$ cat src/rtl/pair_triple_pkg.sv
// Shared types and default constants for the pair/triple run tracker.
package pair_triple_pkg;

    // Tracker states: waiting for a detection, inside a run, run at/over threshold
    typedef enum logic [1:0] {
        IDLE  = 2'd0,
        RUN   = 2'd1,
        ALARM = 2'd2
    } state_t;

    localparam int DEF_CNT_W  = 8;
    localparam int DEF_RUN_W  = 4;
    localparam int DEF_THRESH = 3;

endpackage

$ cat src/rtl/pair_triple_sat_counter.sv
// Saturating up-counter with synchronous clear; used for event and run-length counts.
module pair_triple_sat_counter #(
    parameter int W = 8
) (
    input  logic         clk,
    input  logic         reset,
    input  logic         clr,
    input  logic         inc,
    output logic [W-1:0] count
);

    localparam logic [W-1:0] MAX = '1;

    logic [W-1:0] count_q;
    logic [W-1:0] count_d;

    // Next count: clear wins, otherwise increment until the all-ones ceiling
    always_comb begin
        count_d = count_q;
        if (clr) begin
            count_d = '0;
        end else if (inc && (count_q != MAX)) begin
            count_d = count_q + W'(1);
        end
    end

    // Count register with synchronous reset
    always_ff @(posedge clk) begin
        if (reset) begin
            count_q <= '0;
        end else begin
            count_q <= count_d;
        end
    end

    assign count = count_q;

endmodule

$ cat src/rtl/pair_triple_run_tracker.sv
// Tracks runs of the 2-of-3 detector output: counts rising edges, measures the
// current high run and raises alarm once the run reaches THRESH.
// Optional build macro PAIR_TRIPLE_RUN_TRACKER_STICKY_ALARM_EN makes alarm
// latch until reset or clear.
module pair_triple_run_tracker
    import pair_triple_pkg::*;
#(
    parameter int CNT_W  = DEF_CNT_W,
    parameter int RUN_W  = DEF_RUN_W,
    parameter int THRESH = DEF_THRESH
) (
    input  logic             clk,
    input  logic             reset,
    input  logic             in_val,
    input  logic             in_det,
    input  logic             clear,
    output logic [CNT_W-1:0] event_count,
    output logic [RUN_W-1:0] run_len,
    output logic             rise,
    output logic             alarm
);

    // A threshold of zero or beyond the run counter's reach could never be met
    generate
        if ((THRESH < 1) || (THRESH > (2 ** RUN_W) - 1)) begin : g_bad_thresh
            $error("pair_triple_run_tracker: THRESH out of range 1..2^RUN_W-1");
        end
    endgenerate

    localparam logic [RUN_W:0] THRESH_V = (RUN_W + 1)'(THRESH);

    state_t           state_q, state_d;
    logic             rise_q, rise_d;
    logic             alarm_q, alarm_d;
    logic             ev_inc;
    logic             run_inc;
    logic             run_clr;
    logic [RUN_W-1:0] run_len_w;
    logic [RUN_W:0]   run_next;

    // Run length after this sample, one bit wider so the threshold compare is exact
    assign run_next = {1'b0, run_len_w} + (RUN_W + 1)'(1);

    // Next-state, counter control and next rise/alarm values
    always_comb begin
        state_d = state_q;
        rise_d  = 1'b0;
        ev_inc  = 1'b0;
        run_inc = 1'b0;
        run_clr = clear;
        if (clear) begin
            state_d = IDLE;
        end else if (in_val) begin
            if (in_det) begin
                run_inc = 1'b1;
                case (state_q)
                    IDLE: begin
                        rise_d  = 1'b1;
                        ev_inc  = 1'b1;
                        state_d = (THRESH == 1) ? ALARM : RUN;
                    end
                    RUN: begin
                        if (run_next == THRESH_V) begin
                            state_d = ALARM;
                        end
                    end
                    ALARM: begin
                        state_d = ALARM;
                    end
                    default: begin
                        state_d = IDLE;
                    end
                endcase
            end else begin
                state_d = IDLE;
                run_clr = 1'b1;
            end
        end
`ifdef PAIR_TRIPLE_RUN_TRACKER_STICKY_ALARM_EN
        alarm_d = clear ? 1'b0 : (alarm_q || (state_d == ALARM));
`else
        alarm_d = (state_d == ALARM);
`endif
    end

    // State, rise and alarm registers with synchronous reset
    always_ff @(posedge clk) begin
        if (reset) begin
            state_q <= IDLE;
            rise_q  <= 1'b0;
            alarm_q <= 1'b0;
        end else begin
            state_q <= state_d;
            rise_q  <= rise_d;
            alarm_q <= alarm_d;
        end
    end

    pair_triple_sat_counter #(.W(CNT_W)) u_event_cnt (
        .clk   (clk),
        .reset (reset),
        .clr   (clear),
        .inc   (ev_inc),
        .count (event_count)
    );

    pair_triple_sat_counter #(.W(RUN_W)) u_run_cnt (
        .clk   (clk),
        .reset (reset),
        .clr   (run_clr),
        .inc   (run_inc),
        .count (run_len_w)
    );

    assign run_len = run_len_w;
    assign rise    = rise_q;
    assign alarm   = alarm_q;

endmodule

$ cat config.mk
export PLATFORM = sky130hd
export DESIGN_NAME = pair_triple_run_tracker
export DESIGN_NICKNAME = d
export VERILOG_FILES = /design/src/rtl/pair_triple_pkg.sv /design/src/rtl/pair_triple_sat_counter.sv /design/src/rtl/pair_triple_run_tracker.sv
export SDC_FILE = /design/constraint.sdc
export NUM_CORES = 1
export LEC_CHECK = 0
export ABC_AREA = 1
export CAP_MARGIN = 20
export CORE_MARGIN = 2
export CORE_UTILIZATION = 45
export CTS_BUF_LIST = sky130_fd_sc_hd__clkbuf_16
export DETAILED_ROUTE_END_ITERATION = 8
export PLACE_DENSITY_LB_ADDON = 0.3
export SYNTH_ARGS = -nofsm -noshare
export SYNTH_HDL_FRONTEND = slang
export SYNTH_SLANG_ARGS = --single-unit
$ cat constraint.sdc
create_clock -name clk -period 1.89 [get_ports clk]
set_input_delay 0.189 -clock clk [delete_from_list [all_inputs] [get_ports clk]]
set_output_delay 0.189 -clock clk [all_outputs]
set_load 0.01 [all_outputs]
==> summary.md, run 1 <==
| Metric | Value |
|---|---|
| First-pass GRT wire length | `between 2 and 3 mm` |
| CP startpoint | `u_event_cnt.count[1]` |
| Required time worst endpoint | `2.03 ns` |
| Clock buffer depth | `2` |
| Ant. Diodes | `0` |
| Clock transition at the registers of the reported paths | `roughly 0.05 ns` |
| Met2 Usage GRT | `0.2986` |
| Inserted Clock Buffers | `3` |
| Row count | `15` |
| Class of the tightest hold or removal check | `reg2reg` |
| Final setup viols | `0` |
| Share of layout cells above drive strength 1 | `0.08889` |
| PortBufs | `18` |
| Synth Warn # | `0` |
| Lkg Pwr | `0.4309 nW` |
| Final WL | `roughly 1.8 mm` |
| Grt ovf | `0` |
| Critical path endpoint category | `flop` |
| DP Wirelength | `around 1.4 mm` |
| Synth Cell Area | `approximately 800 um2` |
| Max_cap viols | `0` |
| Vias | `803` |
| Grt met1 use | `0.2259` |
| Die area | `roughly 2200 um2` |
| Status | `complete, no violations` |
| Hold Crit Start | `u_run_cnt.count[0]` |
| Nets@finish | `145` |
| Total GRT Usage | `0.1858` |
| Placed standard-cell area | `1036 um2` |
| CP Max Fanout | `10` |
| CTS H-tree depth | `1` |
| Max frequency | `between 600 and 700 MHz` |
| Met3 Usage GRT | `0.05769` |
| Starting Density | `0.4775` |
| CTS tree | `done` |
| Post-CTS sizing | `0` |
| Cell variety after synth | `20` |
| Die Wd | `46.81 um` |
| Most frequent cells in the layout | `nand2_1, clkdlybuf4s50_1, dfxtp_1, a21oi_1, inv_1` |
| Yosys reg bits | `16` |
| Core footprint | `around 1700 um2` |
| Critical Path Start Type | `flop` |
| Pre-Repair DR Iteration Count | `4` |
| WL/cell | `between 10 and 15 um` |
| Hold buffers post-CTS | `0` |
| Syn_nets | `122` |
| Final core utilization | `0.6435` |
| Syn avg cell area | `7.233 um2` |
| Worst slew pin tran | `0.4473 ns` |
| Seq pwr share | `0.432` |
| Register area share after synthesis | `0.3885` |
| Final cycle utilization of the critical path | `0.7875` |
| Tot Pwr | `798.8 uW` |
| Clk_skew | `0.001902 ns` |
| Final instance area | `between 1000 and 1500 um2` |
| # IOs | `19` |
| Max-slew violations | `0` |
| Antenna violations before repair | `0` |
| Root buffer cell | `clkbuf_16` |
| RSZ-0062 raised after global routing | `false` |
| Clock power frac | `0.507` |
| Post-Synthesis Cells | `around 110` |
| Type of the worst setup path | `reg2reg` |
| P_sw | `approximately 160 uW` |
| Logic pwr share | `0.061` |
| Setup TNS | `0 ns` |
| Pwr/cell area | `between 700 and 800 nW/um2` |
| P&R area growth vs syn | `34.75%` |
| Vias in the first global route | `roughly 700` |
| FILL cells | `155` |
| Chip height | `around 47 um` |
| Worst path arrival time | `~1.6 ns` |
| R2R Path Start | `u_event_cnt.count[1]` |
| Via/cell ratio | `5.019` |
| Final hold vios | `0` |
| Slew margin rel. | `0.6987` |
| Residual DRC count | `0` |
| VDD IR-drop max | `0.8343 mV` |
| Clock Latency Late Sink | `roughly 0.25 ns` |
| Placer Congestion | `just under 0.9` |
| DR iter-0 viols | `15` |
| Antenna Nets Post-Route | `0` |
| Postcts setup bufs | `0` |
| # clock sinks | `16` |
| Sw frac | `0.1982` |
| Most Crowded Layer GR | `met2` |
| Int Pwr | `roughly 640 uW` |
| Minimum clock period | `1.488 ns` |
| Commonest non-fill, non-tap cell in the layout | `nand2_1` |
| Largest net degree at the start of global routing | `11` |
-- sequential cells by signal, summed over array words and instances (netlist names) --
| register | flops |
|---|---|
| rise | 1 |
| state_q | 2 |
| alarm | 1 |
| u_run_cnt.count | 4 |
| u_event_cnt.count | 8 |
-- cell type report --
type                       count  area [um2]  area share
multi-input combinational     85       450.4      0.4054
clock buffer                   3       75.07     0.06757
tap                           25       31.28     0.02815
inverter                      13       53.80     0.04842
timing repair buffer          18       180.2      0.1622
sequential                    16       320.3      0.2883
-- routing by layer --
layer,vias up,routed length [um]
met5,-,0
met4,0,51
met3,8,73
met2,21,839
met1,365,791
li1,409,-
-- per-stage QoR --
| step | hold WS [ns] | worst slack, ns | instances |
|---|---|---|---|
| final | 0.5287 | 0.4016 | 160 |
| after global routing | 0.5549 | 0.2874 | 160 |
| after CTS | 0.5292 | 0.4174 | 160 |
| after detailed placement | 0.5228 | 0.2782 | 157 |
| after global placement | 0.5061 | 0.3202 | 157 |
| after floorplan | 0.2683 | 0.5326 | 114 |
-- final timing paths --
check	to	slack (ns)	depth (start not counted)
worst max-delay path	u_event_cnt.count[1]	0.40	8
worst min-delay path	u_run_cnt.count[0]	0.53	2
worst max register to register	u_event_cnt.count[1]	0.40	8
worst min register to register	u_run_cnt.count[0]	0.53	2
-- cell usage after synthesis --
library cell,n,area (um2)
nor2_2,1,6.260
xnor2_1,2,17.52
nand4_1,2,12.51
inv_1,10,37.54
nor2_1,6,22.52
nand2_4,1,11.26
or2_4,1,8.760
o21ai_1,3,15.01
o21ai_0,2,10.01
dfxtp_1,16,320.3
nand2_1,35,131.4
nand3_1,6,30.03
xor2_1,4,35.03
inv_6,1,8.760
ha_1,3,37.54
a21oi_1,13,65.06
inv_2,2,7.510
nor3_1,3,15.01
nand3_2,1,10.01
nor2_4,2,22.52
-- critical path: stages (launching register included) --
cell,delay [ns]
dfxtp_1,0.41
ha_1,0.25
nand3_1,0.11
nor2_2,0.16
nand3_2,0.10
nand2_4,0.14
inv_6,0.06
nor2_1,0.09
nor2_1,0.06
-- kinds of logic after synthesis --
logic type / Yosys count / share of synthesized area
AOI/OAI and AO/OA: 18 / 0.1092
xor gates and xnor gates: 6 / 0.06373
adders and majority gates: 3 / 0.04553
buffers and inverters: 13 / 0.06526
DFF: 16 / 0.3885
and+or+nand+nor: 58 / 0.3278
-- power groups by stage --
stage	registers, mW	clock network [mW]	logic, mW
after global routing	0.346	0.417	0.0532
after floorplan	0.352	0	0.0260
after global placement	0.352	0	0.0472
final	0.345	0.405	0.0487
after detailed placement	0.352	0	0.0481
after CTS	0.345	0.408	0.0484
No activity file was read; power rests on OpenSTA's default activity.
==> run 2, diff against run 1 <==
--- a/config.mk
+++ b/config.mk
@@ -8,7 +8,7 @@
 export ABC_AREA = 1
 export CAP_MARGIN = 20
 export CORE_MARGIN = 2
-export CORE_UTILIZATION = 45
+export CORE_UTILIZATION = 43
 export CTS_BUF_LIST = sky130_fd_sc_hd__clkbuf_16
 export DETAILED_ROUTE_END_ITERATION = 8
 export PLACE_DENSITY_LB_ADDON = 0.3
==> constraint.sdc (replaced) <==
create_clock -name clk -period 1.35 [get_ports clk]
set_input_delay 0.135 -clock clk [delete_from_list [all_inputs] [get_ports clk]]
set_output_delay 0.135 -clock clk [all_outputs]
set_load 0.01 [all_outputs]
==> run 2 against run 1 <==
  * First-iteration DRC count decreased by 6.7%
  * Setup slack got worse by 0.39 ns
  * Final cell count increased by 10%
  * Largest cell class unchanged
  * Largest power group unchanged
  * Highest routed layer unchanged
==> summary.md, run 2 (synthesized netlist as in run 1, its figures left out) <==
| Metric | Value |
|---|---|
| Inserted Clock Buffers | `3` |
| Largest register FFs | `8` |
| Vias | `856` |
| Seq pwr share | `0.421` |
| Worst setup margin | `0.008716 ns` |
| Max frequency | `between 700 and 800 MHz` |
| Worst path arrival time | `roughly 1.2 ns` |
| Lkg Pwr | `just under 0.6 nW` |
| Largest net degree at the start of global routing | `10` |
| Flop-to-flop setup slack | `roughly 0.060 ns` |
| Final setup viols | `0` |
| FILL cells | `140` |
| Chip height | `approximately 48 um` |
| VDD IR-drop max | `approximately 0.77 mV` |
| Pre-Repair DR Iteration Count | `4` |
| Worst hold slack | `approximately 0.37 ns` |
| Class of the tightest hold or removal check | `in2reg` |
| Sequence of cells on the critical path | `clkdlybuf4s50_1` |
| Status | `complete, no violations` |
| Worst slew pin tran | `around 0.26 ns` |
| Ant. Diodes | `0` |
| Grt ovf | `0` |
| Clk_skew | `roughly 0.0034 ns` |
| Tot Pwr | `approximately 1.1 mW` |
| Worst Path Buf+Inv | `1` |
| Critical Path Start Type | `flop` |
| Final hold vios | `0` |
| Clock buffer depth | `2` |
| Row count | `15` |
| Logic pwr share | `0.074` |
| Antenna violations before repair | `0` |
| First-pass GRT wire length | `between 2 and 3 mm` |
| Total GRT Usage | `0.1785` |
| Starting Density | `0.4674` |
| CP delay by family, top | `buffers and inverters` |
| Minimum clock period | `1.341 ns` |
| # IOs | `19` |
| Placer Congestion | `0.7593` |
| Max_cap viols | `0` |
| WL/cell | `11.35 um` |
| Die area | `between 2000 and 2500 um2` |
| Most frequent cells in the layout | `nand2_1, buf_4, a21oi_1` |
| Setup TNS | `0 ns` |
| Vias in the first global route | `about 760` |
| Residual DRC count | `0` |
| Pwr/cell area | `around 890 nW/um2` |
| P_sw | `235.4 uW` |
| FF/Latch Area | `between 300 and 400 um2` |
| CTS tree | `done` |
| Final core utilization | `0.7319` |
| Max-slew violations | `0` |
| Nets@finish | `between 150 and 200` |
| Root buffer cell | `clkbuf_16` |
| Sw frac | `0.2052` |
| # clock sinks | `16` |
| PortBufs | `18` |
| Via/cell ratio | `4.864` |
| Required time worst endpoint | `~1.2 ns` |
| CP Max Fanout | `5` |
| Antenna Nets Post-Route | `0` |
| Multi-input gate area | `around 500 um2` |
| Final WL | `1.998 mm` |
| Die Wd | `47.79 um` |
| Int Pwr | `911.9 uW` |
| Type of the worst setup path | `reg2out` |
| Post-place setup slack | `-0.1795 ns` |
| DR iter-0 viols | `14` |
| Critical path endpoint category | `output pin` |
| Clock power frac | `0.505` |
| CTS H-tree depth | `1` |
| Core footprint | `about 1800 um2` |
| Final cycle utilization of the critical path | `0.9935` |
| Clock transition at the registers of the reported paths | `0.05 ns` |
| CP max stage cell | `clkdlybuf4s50_1` |
| Commonest non-fill, non-tap cell in the layout | `nand2_1` |
| CP max stage delay | `between 0.5 and 0.6 ns` |
| Clock Latency Late Sink | `approximately 0.24 ns` |
| DP Wirelength | `1.386 mm` |
| P&R area growth vs syn | `56.60%` |
| Share of layout cells above drive strength 1 | `0.2848` |
| Slew margin rel. | `0.8222` |
-- run 2: cell count changes in the layout (fill, tap and decap cells not counted), sizes merged --
cell | before | now
dlymetal6s2s | 0 | 4
buf | 0 | 14
clkdlybuf4s50 | 18 | 10
nand2 | 36 | 37
clkinv | 0 | 1
dlygate4sd2 | 0 | 4
-- run 2: per-stage QoR --
step | std cells | instance area (um2)
after floorplan | 114 | 828.3
after global placement | 169 | 1130
after detailed placement | 169 | 1130
after CTS | 175 | 1231
after global routing | 176 | 1291
final | 176 | 1291
-- run 2: power by group through the flow --
| stage | registers (mW) | logic, mW | clock network, mW |
|---|---|---|---|
| after floorplan | 0.494 | 0.0364 | 0 |
| final | 0.483 | 0.0853 | 0.579 |
| after CTS | 0.482 | 0.0833 | 0.588 |
| after global routing | 0.483 | 0.0933 | 0.600 |
| after detailed placement | 0.491 | 0.0824 | 0 |
| after global placement | 0.491 | 0.0809 | 0 |
-- run 2: final timing paths --
kind | startpoint | end | depth (start not counted)
hold / removal | in_det | rise | 4
setup / recovery | u_event_cnt.count[6] | event_count[6] | 1
setup reg to reg | u_event_cnt.count[0] | u_event_cnt.count[1] | 8
hold reg to reg | u_run_cnt.count[0] | u_run_cnt.count[0] | 2
-- run 2: final cells by class --
type / count / share of cell area
Tap cell: 25 / 0.02422
Timing Repair Buffer: 32 / 0.2248
Inverter: 13 / 0.04167
Sequential cell: 16 / 0.2578
Clock inverter: 1 / 0.002907
Multi-Input combinational cell: 86 / 0.3905
Clock buffer: 3 / 0.05814
-- run 2: worst min-delay path, stage by stage --
cell and delay [ns]:
dlymetal6s2s_1 0.14, nand2_1 0.08, or2_4 0.15, nor3_1 0.05
-- run 2: routing by layer --
layer / wire, um / GRT usage
met3: 78 / 0.04906
met5: 0 / 0
met1: 906 / 0.2161
met4: 14 / 0.04324
met2: 998 / 0.3120
-- run 2: timing repair --
action	CTS	global route
gates resized for setup	12	14
cloned	1	0
pin swaps	1	5
hold buffers	0	0
endpoints found under the setup margin	12	14
buffers inserted	1	1
==> run 3, diff against run 2 <==
--- a/config.mk
+++ b/config.mk
@@ -12,6 +12,7 @@
 export CTS_BUF_LIST = sky130_fd_sc_hd__clkbuf_16
 export DETAILED_ROUTE_END_ITERATION = 8
 export PLACE_DENSITY_LB_ADDON = 0.3
+export SETUP_SLACK_MARGIN = 0.15
 export SYNTH_ARGS = -nofsm -noshare
 export SYNTH_HDL_FRONTEND = slang
 export SYNTH_SLANG_ARGS = --single-unit
==> run 3 against run 2 <==
  * Largest power group unchanged
  * Total power shrank 0.58%
  * Design area grew 3.5%
  * Clock power shrank 1%
==> summary.md, run 3 (synthesized netlist as in run 1, its figures left out) <==
| Metric | Value |
|---|---|
| WL/cell | `between 10 and 15 um` |
| Clock buffer depth | `2` |
| Chip height | `47.79 um` |
| CP Max Fanout | `3` |
| Critical Path Start Type | `flop` |
| Hold path depth | `4` |
| CP max stage delay | `about 0.37 ns` |
| VDD IR-drop max | `around 0.83 mV` |
| Largest register FFs | `8` |
| Hold buffers post-CTS | `0` |
| Inserted Clock Buffers | `3` |
| Grt ovf | `0` |
| Root buffer cell | `clkbuf_16` |
| Required time worst endpoint | `between 1.5 and 2 ns` |
| Worst hold slack | `roughly 0.46 ns` |
| Commonest non-fill, non-tap cell in the layout | `nand2_1` |
| CP delay by family, top | `flip-flops` |
| Clock Latency Late Sink | `around 0.25 ns` |
| Largest net degree at the start of global routing | `10` |
| End of the worst register-to-register path | `u_event_cnt.count[6]` |
| Pre-Repair DR Iteration Count | `4` |
| Die area | `2284 um2` |
| Total GRT Usage | `0.2066` |
| Most frequent cells in the layout | `nand2_1, dlygate4sd2_1, buf_4, a21oi_1, inv_1` |
| # IOs | `19` |
| Worst slew pin tran | `~0.34 ns` |
| Vias in the first global route | `roughly 770` |
| PortBufs | `18` |
| Placer Congestion | `0.8299` |
| Class of the tightest hold or removal check | `in2reg` |
| Clk_skew | `between 0.005 and 0.006 ns` |
| Nets@finish | `159` |
| DP Wirelength | `around 1.4 mm` |
| R2R Path Start | `u_event_cnt.count[1]` |
| Placed cell count | `163` |
| Core footprint | `between 1500 and 2000 um2` |
| Status | `complete, no violations` |
| Die Wd | `between 40 and 50 um` |
| Max-slew violations | `0` |
| CP max stage cell | `dfxtp_4` |
| # clock sinks | `16` |
| Ant. Diodes | `0` |
| CTS H-tree depth | `1` |
| Reg2Reg Depth | `7` |
| Lkg Pwr | `0.6099 nW` |
| Max_cap viols | `0` |
| Pwr/cell area | `~850 nW/um2` |
| Worst Path Buf+Inv | `1` |
| FILL cells | `134` |
| Sequence of cells on the critical path | `ha_4 -> nand3_2 -> nor2_4 -> buf_4 -> xor2_1 -> nand2_1 -> a21oi_2` |
| Share of layout cells above drive strength 1 | `0.3800` |
| Final setup viols | `0` |
| Vias | `slightly below 900` |
| Final WL | `between 2 and 2.5 mm` |
| Non-Filler Instances | `about 180` |
| CP startpoint | `u_event_cnt.count[1]` |
| Slew margin rel. | `0.7714` |
| Flop-to-flop setup slack | `a little over 0.03 ns` |
| CTS tree | `done` |
| Levels on crit path | `7` |
| Clock transition at the registers of the reported paths | `roughly 0.05 ns` |
| Final hold vios | `0` |
| Antenna violations before repair | `0` |
| Row count | `15` |
| P&R area growth vs syn | `62.06%` |
| Final cycle utilization of the critical path | `0.9769` |
| DR iter-0 viols | `10` |
| Critical path endpoint category | `flop` |
| Minimum clock period | `roughly 1.3 ns` |
| Antenna Nets Post-Route | `0` |
| Type of the worst setup path | `reg2reg` |
| Residual DRC count | `0` |
| Setup crit end | `u_event_cnt.count[6]` |
| Via/cell ratio | `5.040` |
| Starting Density | `0.4674` |
| First-pass GRT wire length | `between 3 and 4 mm` |
| RSZ-0062 raised after global routing | `true` |
| Worst path arrival time | `approximately 1.5 ns` |
| Max frequency | `about 760 MHz` |
run 3: report_power, final:
group          leakage (nW)  switching (mW)  internal (mW)  total, mW
clock                0.0423           0.181          0.392      0.573
combinational         0.433          0.0471         0.0428     0.0899
sequential            0.135         0.00595          0.472      0.478
total                 0.610           0.234          0.907       1.14
run 3: worst min path at each step:
stage                                  start            endpoint  slack (ns)
after floorplan                        reset                rise        0.21
after global placement    u_run_cnt.count[0]  u_run_cnt.count[0]        0.49
after detailed placement  u_run_cnt.count[0]  u_run_cnt.count[0]        0.50
after CTS                             in_det                rise        0.46
after global routing                   reset                rise        0.49
final                                 in_det                rise        0.46
run 3: tightest hold or removal path: stages:
cell,delay (ns)
dlygate4sd2_1,0.24
nand2_1,0.08
or2_4,0.15
nor3_1,0.05
run 3: timing repair:
item,4_1_cts,5_1_grt
cloned,1,0
endpoints found under the setup margin,25,16
pin swaps,14,7
setup buffers,6,1
resized for setup,31,16
run 3: metrics by stage:
step	worst slack (ns)	total power, mW	area, um2	util	setup TNS, ns
floorplan	0.1001	0.5241	859.6	-	0
global placement	-0.1254	0.5659	1116	0.6326	-0.9426
detailed placement	-0.1614	0.5676	1116	0.6326	-1.382
CTS	0.02033	1.144	1276	0.7234	0
global route	-0.03039	1.188	1336	0.7574	-0.05495
finish	0.03120	1.141	1336	0.7574	0
run 3: cell type report:
type                       instances  area (um2)  share of cell area
multi-input combinational         86       569.3              0.4260
timing repair buffer              31       261.5              0.1957
clock buffer                       3       75.07             0.05618
tap                               25       31.28             0.02341
inverter                          13       53.80             0.04026
clock inverter                     1       3.754            0.002809
sequential                        16       341.6              0.2556
run 3: layer usage:
metal / global-route usage / up-vias / share of wire
li1: - / 442 / -
met1: 0.2494 / 415 / 0.44
met2: 0.3387 / 19 / 0.51
met3: 0.03774 / 6 / 0.029
met4: 0.1243 / 0 / 0.023
met5: 0 / - / 0
